File: config.mk
export PLATFORM = sky130hd
export DESIGN_NAME = instr_fetch_unit
export DESIGN_NICKNAME = d
export VERILOG_FILES = /design/src/rtl/instr_fetch_unit.sv
export SDC_FILE = /design/constraint.sdc
export NUM_CORES = 1
export LEC_CHECK = 0
export BUFFER_PORTS_ARGS = -buffer_cell sky130_fd_sc_hd__buf_2
export CORE_MARGIN = 1.5
export CORE_UTILIZATION = 55
export DETAILED_ROUTE_END_ITERATION = 8
export HOLD_SLACK_MARGIN = 0.06
export PLACE_DENSITY = 0.72
export SYNTH_ARGS = -nofsm -noshare
export SYNTH_HDL_FRONTEND = slang
export SYNTH_SLANG_ARGS = --single-unit
File: constraint.sdc
create_clock -name clk -period 6.2 [get_ports clk]
set_input_delay 1.24 -clock clk [delete_from_list [all_inputs] [get_ports clk]]
set_output_delay 1.24 -clock clk [all_outputs]
set_load 0.02 [all_outputs]
File: src/rtl/instr_fetch_unit.sv
// Program store and fetch sequencer feeding the processor's din port.
// Words are loaded while idle, then replayed from address 0 in step with the one-hot tick.
module instr_fetch_unit #(
   parameter int         ADDR_W    = 5,
   parameter logic [2:0] MOVI_OP   = 3'b111,
   parameter logic [2:0] ADDI_OP   = 3'b010,
   parameter logic [8:0] HALT_WORD = 9'h000
) (
   input  logic              clk,
   input  logic              rst,
   input  logic [3:0]        tick,
   input  logic              run,
   input  logic              prog_we,
   input  logic [ADDR_W-1:0] prog_addr,
   input  logic [8:0]        prog_data,
   output logic [8:0]        din,
   output logic [ADDR_W-1:0] pc,
   output logic              busy,
   output logic              halted,
   output logic [15:0]       retired
);

   localparam int DEPTH = 2 ** ADDR_W;

   localparam logic [1:0] S_LOAD = 2'd0;
   localparam logic [1:0] S_RUN  = 2'd1;
   localparam logic [1:0] S_HALT = 2'd2;

   localparam logic [3:0] T_0001 = 4'b0001;
   localparam logic [3:0] T_0010 = 4'b0010;
   localparam logic [3:0] T_0100 = 4'b0100;
   localparam logic [3:0] T_1000 = 4'b1000;

   logic [1:0]        r_state;
   logic [ADDR_W-1:0] r_pc;
   logic [2:0]        r_op_q;
   logic [15:0]       r_retired;
   logic [8:0]        r_mem [DEPTH];

   logic [ADDR_W-1:0] w_pc_plus1;
   logic [8:0]        w_cur_word;
   logic [8:0]        w_imm_word;
   logic              w_two_q;

   // Immediate address wraps naturally at the top of the store.
   assign w_pc_plus1 = r_pc + ADDR_W'(1);
   assign w_cur_word = r_mem[r_pc];
   assign w_imm_word = r_mem[w_pc_plus1];
   assign w_two_q    = (r_op_q == MOVI_OP) || (r_op_q == ADDI_OP);

   always_comb begin
      din = 9'h000;
      if (r_state == S_RUN) begin
         case (tick)
            T_0001:                 din = w_cur_word;
            T_0010, T_0100, T_1000: din = w_two_q ? w_imm_word : 9'h000;
            default:                din = 9'h000;
         endcase
      end
   end

   // Program store has no reset so a reset mid-run keeps the loaded program.
   always_ff @(posedge clk) begin
      if ((r_state == S_LOAD) && prog_we) begin
         r_mem[prog_addr] <= prog_data;
      end
   end

   always_ff @(posedge clk or negedge rst) begin
      if (!rst) begin
         r_state   <= S_LOAD;
         r_pc      <= '0;
         r_op_q    <= 3'b000;
         r_retired <= 16'h0000;
      end else begin
         case (r_state)
            S_LOAD: begin
               if (run && (tick == T_1000)) begin
                  r_state <= S_RUN;
                  r_pc    <= '0;
               end
            end
            S_RUN: begin
               if (tick == T_0001) begin
                  r_op_q <= w_cur_word[8:6];
                  if (w_cur_word == HALT_WORD) begin
                     r_state <= S_HALT;
                  end
               end else if (tick == T_1000) begin
                  // The in-flight instruction retires even when run has dropped.
                  if (r_retired != 16'hFFFF) begin
                     r_retired <= r_retired + 16'd1;
                  end
                  if (!run) begin
                     r_state <= S_LOAD;
                     r_pc    <= '0;
                  end else begin
                     r_pc <= w_two_q ? (r_pc + ADDR_W'(2)) : w_pc_plus1;
                  end
               end
            end
            S_HALT: begin
               if (!run && (tick == T_1000)) begin
                  r_state <= S_LOAD;
                  r_pc    <= '0;
               end
            end
            default: begin
               r_state <= S_LOAD;
               r_pc    <= '0;
            end
         endcase
      end
   end

   assign pc      = r_pc;
   assign busy    = (r_state == S_RUN);
   assign halted  = (r_state == S_HALT);
   assign retired = r_retired;

endmodule
; Word level (Yosys, flattened, before mapping)
; Memory sizes are Yosys's and may differ from the RTL's.
; Index checks and enable logic that the tools add are counted.
; W data, S select, Z words.
[word_totals]
reg_bits = 26
latchBits = 0
ram_bits = 288
romBits = 0
out_inout_bits = 32
wordCells = 56
n_memories = 1
[mem_list]
columns = name, depth, width, rd, rd_clocked_by_memory_dff, wr, line_no
row1 = r_mem, 32, 9, 2, 0, 1, 38  ; logic [8:0] r_mem [DEPTH];
[classes]
n_addsub = 3
multipliers = 0
div = 0
magnitude_cmp = 0
eq_ne = 16
n_shift = 0
n_mux = 19
bitwise_logic = 1
reduce_logical = 12
[op_table]
columns = op, count
row1 = $mux W5, 6
row2 = $mux W9, 2
row3 = $pmux W9 S2, 1
row4 = $add A16 B1 Y16 const B, 1
row5 = $ne A16 B16 Y1 const B, 1
row6 = $pmux W5 S3, 1
row7 = $mux W2, 6
row8 = $logic_not A9 Y1, 1
row9 = $reduce_and A4 Y1, 2
row10 = $ne A2 B1 Y1 const B, 3
row11 = $ne A3 B2 Y1 const B, 2
row12 = $pmux W2 S3, 1
row13 = $add A5 B1 Y5 const B, 1
row14 = $add A5 B2 Y5 const B, 1
row15 = $reduce_and A5 Y1, 1
row16 = $eq A4 B1 Y1 const B, 1
row17 = $eq A4 B2 Y1 const B, 1
row18 = $eq A4 B3 Y1 const B, 1
row19 = $eq A4 B4 Y1 const B, 1
row20 = $eq A3 B2 Y1 const B, 1
row21 = $eq A3 B3 Y1 const B, 1
row22 = $logic_and A1 B1 Y1, 3
row23 = $ne A3 B1 Y1 const B, 1
row24 = $reduce_or A3 Y1, 1
row25 = 9 further kinds, 10

; Longest topological paths before layout
[logic_depth]
ltp_word = 7
mapped_depth = 10
depth_no_buf = 8

; Worst setup path after synthesis
; OpenSTA, ideal clock, no wires.
[synth_timing]
path_type = register -> output
from = register r_pc[1], in the netlist pc[1]
to = output port din[3]
arrival_time_ns = 2.857
path_slack_ns = 2.103
stages_incl_launch_ff = 9
path_cell_list = dfrtp_1 > ha_1 > buf_2 > buf_2 > clkbuf_1 > mux4_2 > mux4_1 > mux2i_1 > o22ai_1
[synth_between]
elab_chain_len = 5
[synth_lines]
columns = item, line_no
row1 = start: declaration, 35  ; logic [ADDR_W-1:0] r_pc;
row2 = start signal: assignment, 98  ; r_pc <= w_two_q ? (r_pc + ADDR_W'(2)) : w_pc_plus1;
row3 = $add A5 B1 Y5, 46  ; assign w_pc_plus1 = r_pc + ADDR_W'(1);
row4 = $mem_v2 Z32 W9 *, --
row5 = $mux W9, 56  ; T_0010, T_0100, T_1000: din = w_two_q ? w_imm_word : 9'h000;
row6 = $pmux W9 S2 *, 54  ; case (tick)
row7 = $mux W9 *, 53  ; if (r_state == S_RUN) begin
row8 = end: declaration, 16  ; output logic [8:0] din,
; Every way passes the cells marked *; elsewhere a longest branch is shown, timed or not.

; Worst setup path in the final report
[layout_timing]
from = register r_pc[2], in the netlist pc[2]
to = output port din[5]
; Same word-level chain as after synthesis.

==> run_results.csv <==
group,metric,value,unit
run_status,status,"completed",
sta,worstMarginPinSlew,1.385,ns
sta,maxSlewViolCount,0,
worst_setup_path,crit_slowest_cell,"dfrtp_1",
cts,htreeDepth,2,
global_route,antenna_found_initial,2,
sta,max-slew-margin-rel,7.305,%
layout,area_growth,11.52,%
sta,fin_crit_sh,78.48,%
worst_setup_path,critPathLaunch,"pc[2]",
synthesis,ys_types,59,
cts,worstSkewPairLatency,0.51,ns
synthesis,synthCells,833,
sta,rsz0062_at_grt,"no",
worst_setup_path,cp_slowest_stage_delay,0.70,ns
cts,cts_setup_buffers,0,
synthesis,ys_async_sr_fraction,8.280,%
layout,fin_nets,913,
floorplanning,core_region_area,26800,µm²
global_route,grt_pass1_wl,56480,µm
layout,drive_gt1_share,29.82,%
cts,cts.repair.resized,0,
worst_hold_path,hp-class,"flop to flop",
worst_setup_path,r2r_slack,2.62,ns
routing,wl,37710,µm
synthesis,syn-num-nets,858,
synthesis,avgSynthCellArea,17.96,µm²
sta,layout_min_cycle_time,4.866,ns
global_route,grtUsageTotal,27.55,%
cts,tritoncts.num_buffers,35,
synthesis,synth-seq-area-share,62.17,%
synthesis,synth_seq_cells,314,
routing,vias,8811,
synthesis,yosys_warnings,0,
routing,routedWlPerCell,30.07,µm
cts,cts_buffer_depth,3,
cts,clock-sinks,314,
flow_run,maxCapViolCount,0,
power_and_ir_drop,p_per_area,391.3,nW/µm²
worst_setup_path,worstReg2RegStart,"pc[1]",
worst_setup_path,critPathMaxFanout,17,
placed_design,dp_hpwl,24180,µm
worst_setup_path,crit_required,4.96,ns
power_and_ir_drop,leakage,5.414,nW
sta,finalClockSkew,0.01285,ns
floorplanning,row_count,60,
worst_setup_path,cp.arrival,3.63,ns
global_route,grt-ovfl-total,0,
layout,num-fill-cells,1835,
synthesis,synth_edf_count,288,
sta,setup_viol,0,
routing,ant_nets,0,
cts,tritoncts,"done",
routing,drt-pass1-iter-count,7,
worst_setup_path,crit_end,"din[5]",
routing,route.detailed.drc,0,
synthesis,netlist_area,14960,µm²
worst_setup_path,cp_cell_sequence,"buf_4 > nand3_2 > o221ai_1 > a211oi_1 > a21o_1 > o22ai_1 > buf_2",
global_route,grt_max_degree,166,
layout,fin_util,62.24,%
routing,drt-initial-drc-count,951,
routing,vias_per_cell,7.026,
worst_setup_path,start_kind,"flop",
power_and_ir_drop,peakVddDrop,0.3128,mV
floorplanning,pin_count,54,
worst_setup_path,ff2ff_path_depth,8,
floorplanning,die_width,167.9,µm
placed_design,numPortBuffers,53,
synthesis,ys.flop_type,"edfxtp_1",
global_route,grt_pass1_vias,8982,
floorplanning,die_area,28200,µm²
power_and_ir_drop,total_power,6.526,mW
worst_setup_path,crit_type,"flop to primary output",
placed_design,gp_congestion,0.8960,
floorplanning,initial_core_util,55.81,%
floorplanning,die_h,167.9,µm
cts,cts-root-buf,"clkbuf_16",
cts,path_clk_slew,0.06,ns
worst_setup_path,r2r_end,"r_state[1]",
cts,postCtsHoldBufs,0,
worst_setup_path,worstSetupEndpointType,"primary output",
sta,fin_tns_setup,0,ns
sta,final_hold_viol_count,0,
sta,max_freq,205.5,MHz
-- area by class of cell --
class,count,area [µm²],area share [%]
inverters,6,22.52,0.1350
clock inverters,16,176.4,1.058
flip-flops and latches,314,9306,55.79
well taps,341,426.7,2.558
clock buffers,45,965.9,5.791
multi-input cells,461,5363,32.15
repair buffers,70,417.9,2.505
diodes,1,2.502,0.01500
-- through the flow --
step | area, µm² | instances | setup slack [ns] | hold slack (ns)
final | 16680 | 1254 | 1.334 | 0.4913
after floorplan | 14960 | 833 | 2.103 | 0.4631
after detailed placement | 15540 | 1192 | 1.871 | 0.4829
after CTS | 16680 | 1253 | 1.336 | 0.4929
after global placement | 15540 | 1192 | 1.896 | 0.4725
after global routing | 16680 | 1254 | 1.240 | 0.5171
-- worst max-delay path, delay by kind of cell, from the launching register on --
family	cells	cell delay, ns
AOI/OAI and AO/OA	4	1.17
buffers and inverters	2	0.63
and+or+nand+nor	1	0.61
DFF	1	0.70
-- cell usage after synthesis (2+ instances only) --
cell type	n	area (µm²)
a211o_1	4	35.03
a211oi_1	6	45.04
a21o_1	5	37.54
a21oi_1	8	40.04
a221oi_1	4	35.03
a22o_1	5	43.79
a22oi_1	2	15.01
a31oi_1	2	12.51
buf_1	3	11.26
buf_2	22	110.1
buf_4	4	30.03
buf_6	7	78.83
clkbuf_1	15	56.30
dfrtp_1	26	650.6
edfxtp_1	288	8648
ha_1	3	37.54
inv_1	5	18.77
mux2_2	2	22.52
mux2i_1	59	590.6
mux4_1	2	52.55
mux4_2	138	3108
nand2_1	29	108.9
nand2b_1	2	12.51
nand3_1	8	40.04
nand3b_1	3	22.52
nand4_1	6	37.54
nor2_1	59	221.5
nor2b_1	10	62.56
nor3_1	5	25.02
nor3b_1	3	22.52
nor4_1	2	12.51
o2111ai_1	2	17.52
o21ai_0	19	95.09
o21ai_1	2	10.01
o221ai_1	8	70.07
o22ai_1	18	112.6
o31ai_1	3	22.52
or2_2	2	12.51
or3_1	3	18.77
xnor2_1	13	113.9
xor2_1	8	70.07
-- report_power, final --
part,switching (mW),internal [mW]
clock,0.801,1.26
sequential,0.0401,2.36
combinational,1.03,1.04
total,1.87,4.65
-- state kept, by name, summed over array words and instances, names as in the netlist --
register  cells
r_op_q        3
pc            5
r_mem       288
retired      16
r_state       2
-- layer usage --
metal  vias to the layer above  track usage [%]  wire (µm)
met5                         -                0          7
met4                         2            10.50       1266
met3                        95            6.347       3912
met2                       553            45.13      18520
met1                      4549            36.39      14010
li1                       3612                -          -
-- worst min path at each step --
stage,startpoint,slack [ns],depth (start not counted),endpoint
6_report,retired[15],0.49,1,retired[15]
5_1_grt,retired[15],0.52,1,retired[15]
4_1_cts,retired[15],0.49,1,retired[15]
3_5_place_dp,retired[15],0.48,1,retired[15]
3_3_place_gp,retired[15],0.47,1,retired[15]
2_1_floorplan,r_op_q[1],0.46,2,r_op_q[1]
-- kinds of logic (layout without fill, tap and decap cells) --
kind of cell / count (synthesis) / after routing / share of synthesized area [%]
mux: 201 / 201 / 25.23
fa+ha+maj: 3 / 3 / 0.2510
other cells: 0 / 1 / 0
flops: 314 / 314 / 62.17
compound gates: 95 / 95 / 4.433
buf+inv: 58 / 137 / 2.166
xor+xnor: 21 / 21 / 1.230
simple gates: 141 / 141 / 4.525
-- cells in the final DEF, fill, tap and decap left out, types with 6 or more instances in the layout --
| master | n |
|---|---|
| a211oi_1 | 6 |
| a21oi_1 | 8 |
| buf_2 | 53 |
| buf_4 | 15 |
| clkbuf_1 | 7 |
| clkbuf_16 | 37 |
| clkinv_1 | 6 |
| clkinv_2 | 6 |
| dfrtp_1 | 24 |
| edfxtp_1 | 288 |
| mux2i_1 | 59 |
| mux4_2 | 138 |
| nand2_1 | 29 |
| nand3_1 | 8 |
| nand4_1 | 6 |
| nor2_1 | 59 |
| nor2b_1 | 10 |
| o21ai_0 | 19 |
| o221ai_1 | 8 |
| o22ai_1 | 18 |
| xnor2_1 | 11 |
| xor2_1 | 8 |
Power figures use the tool's default switching activity.
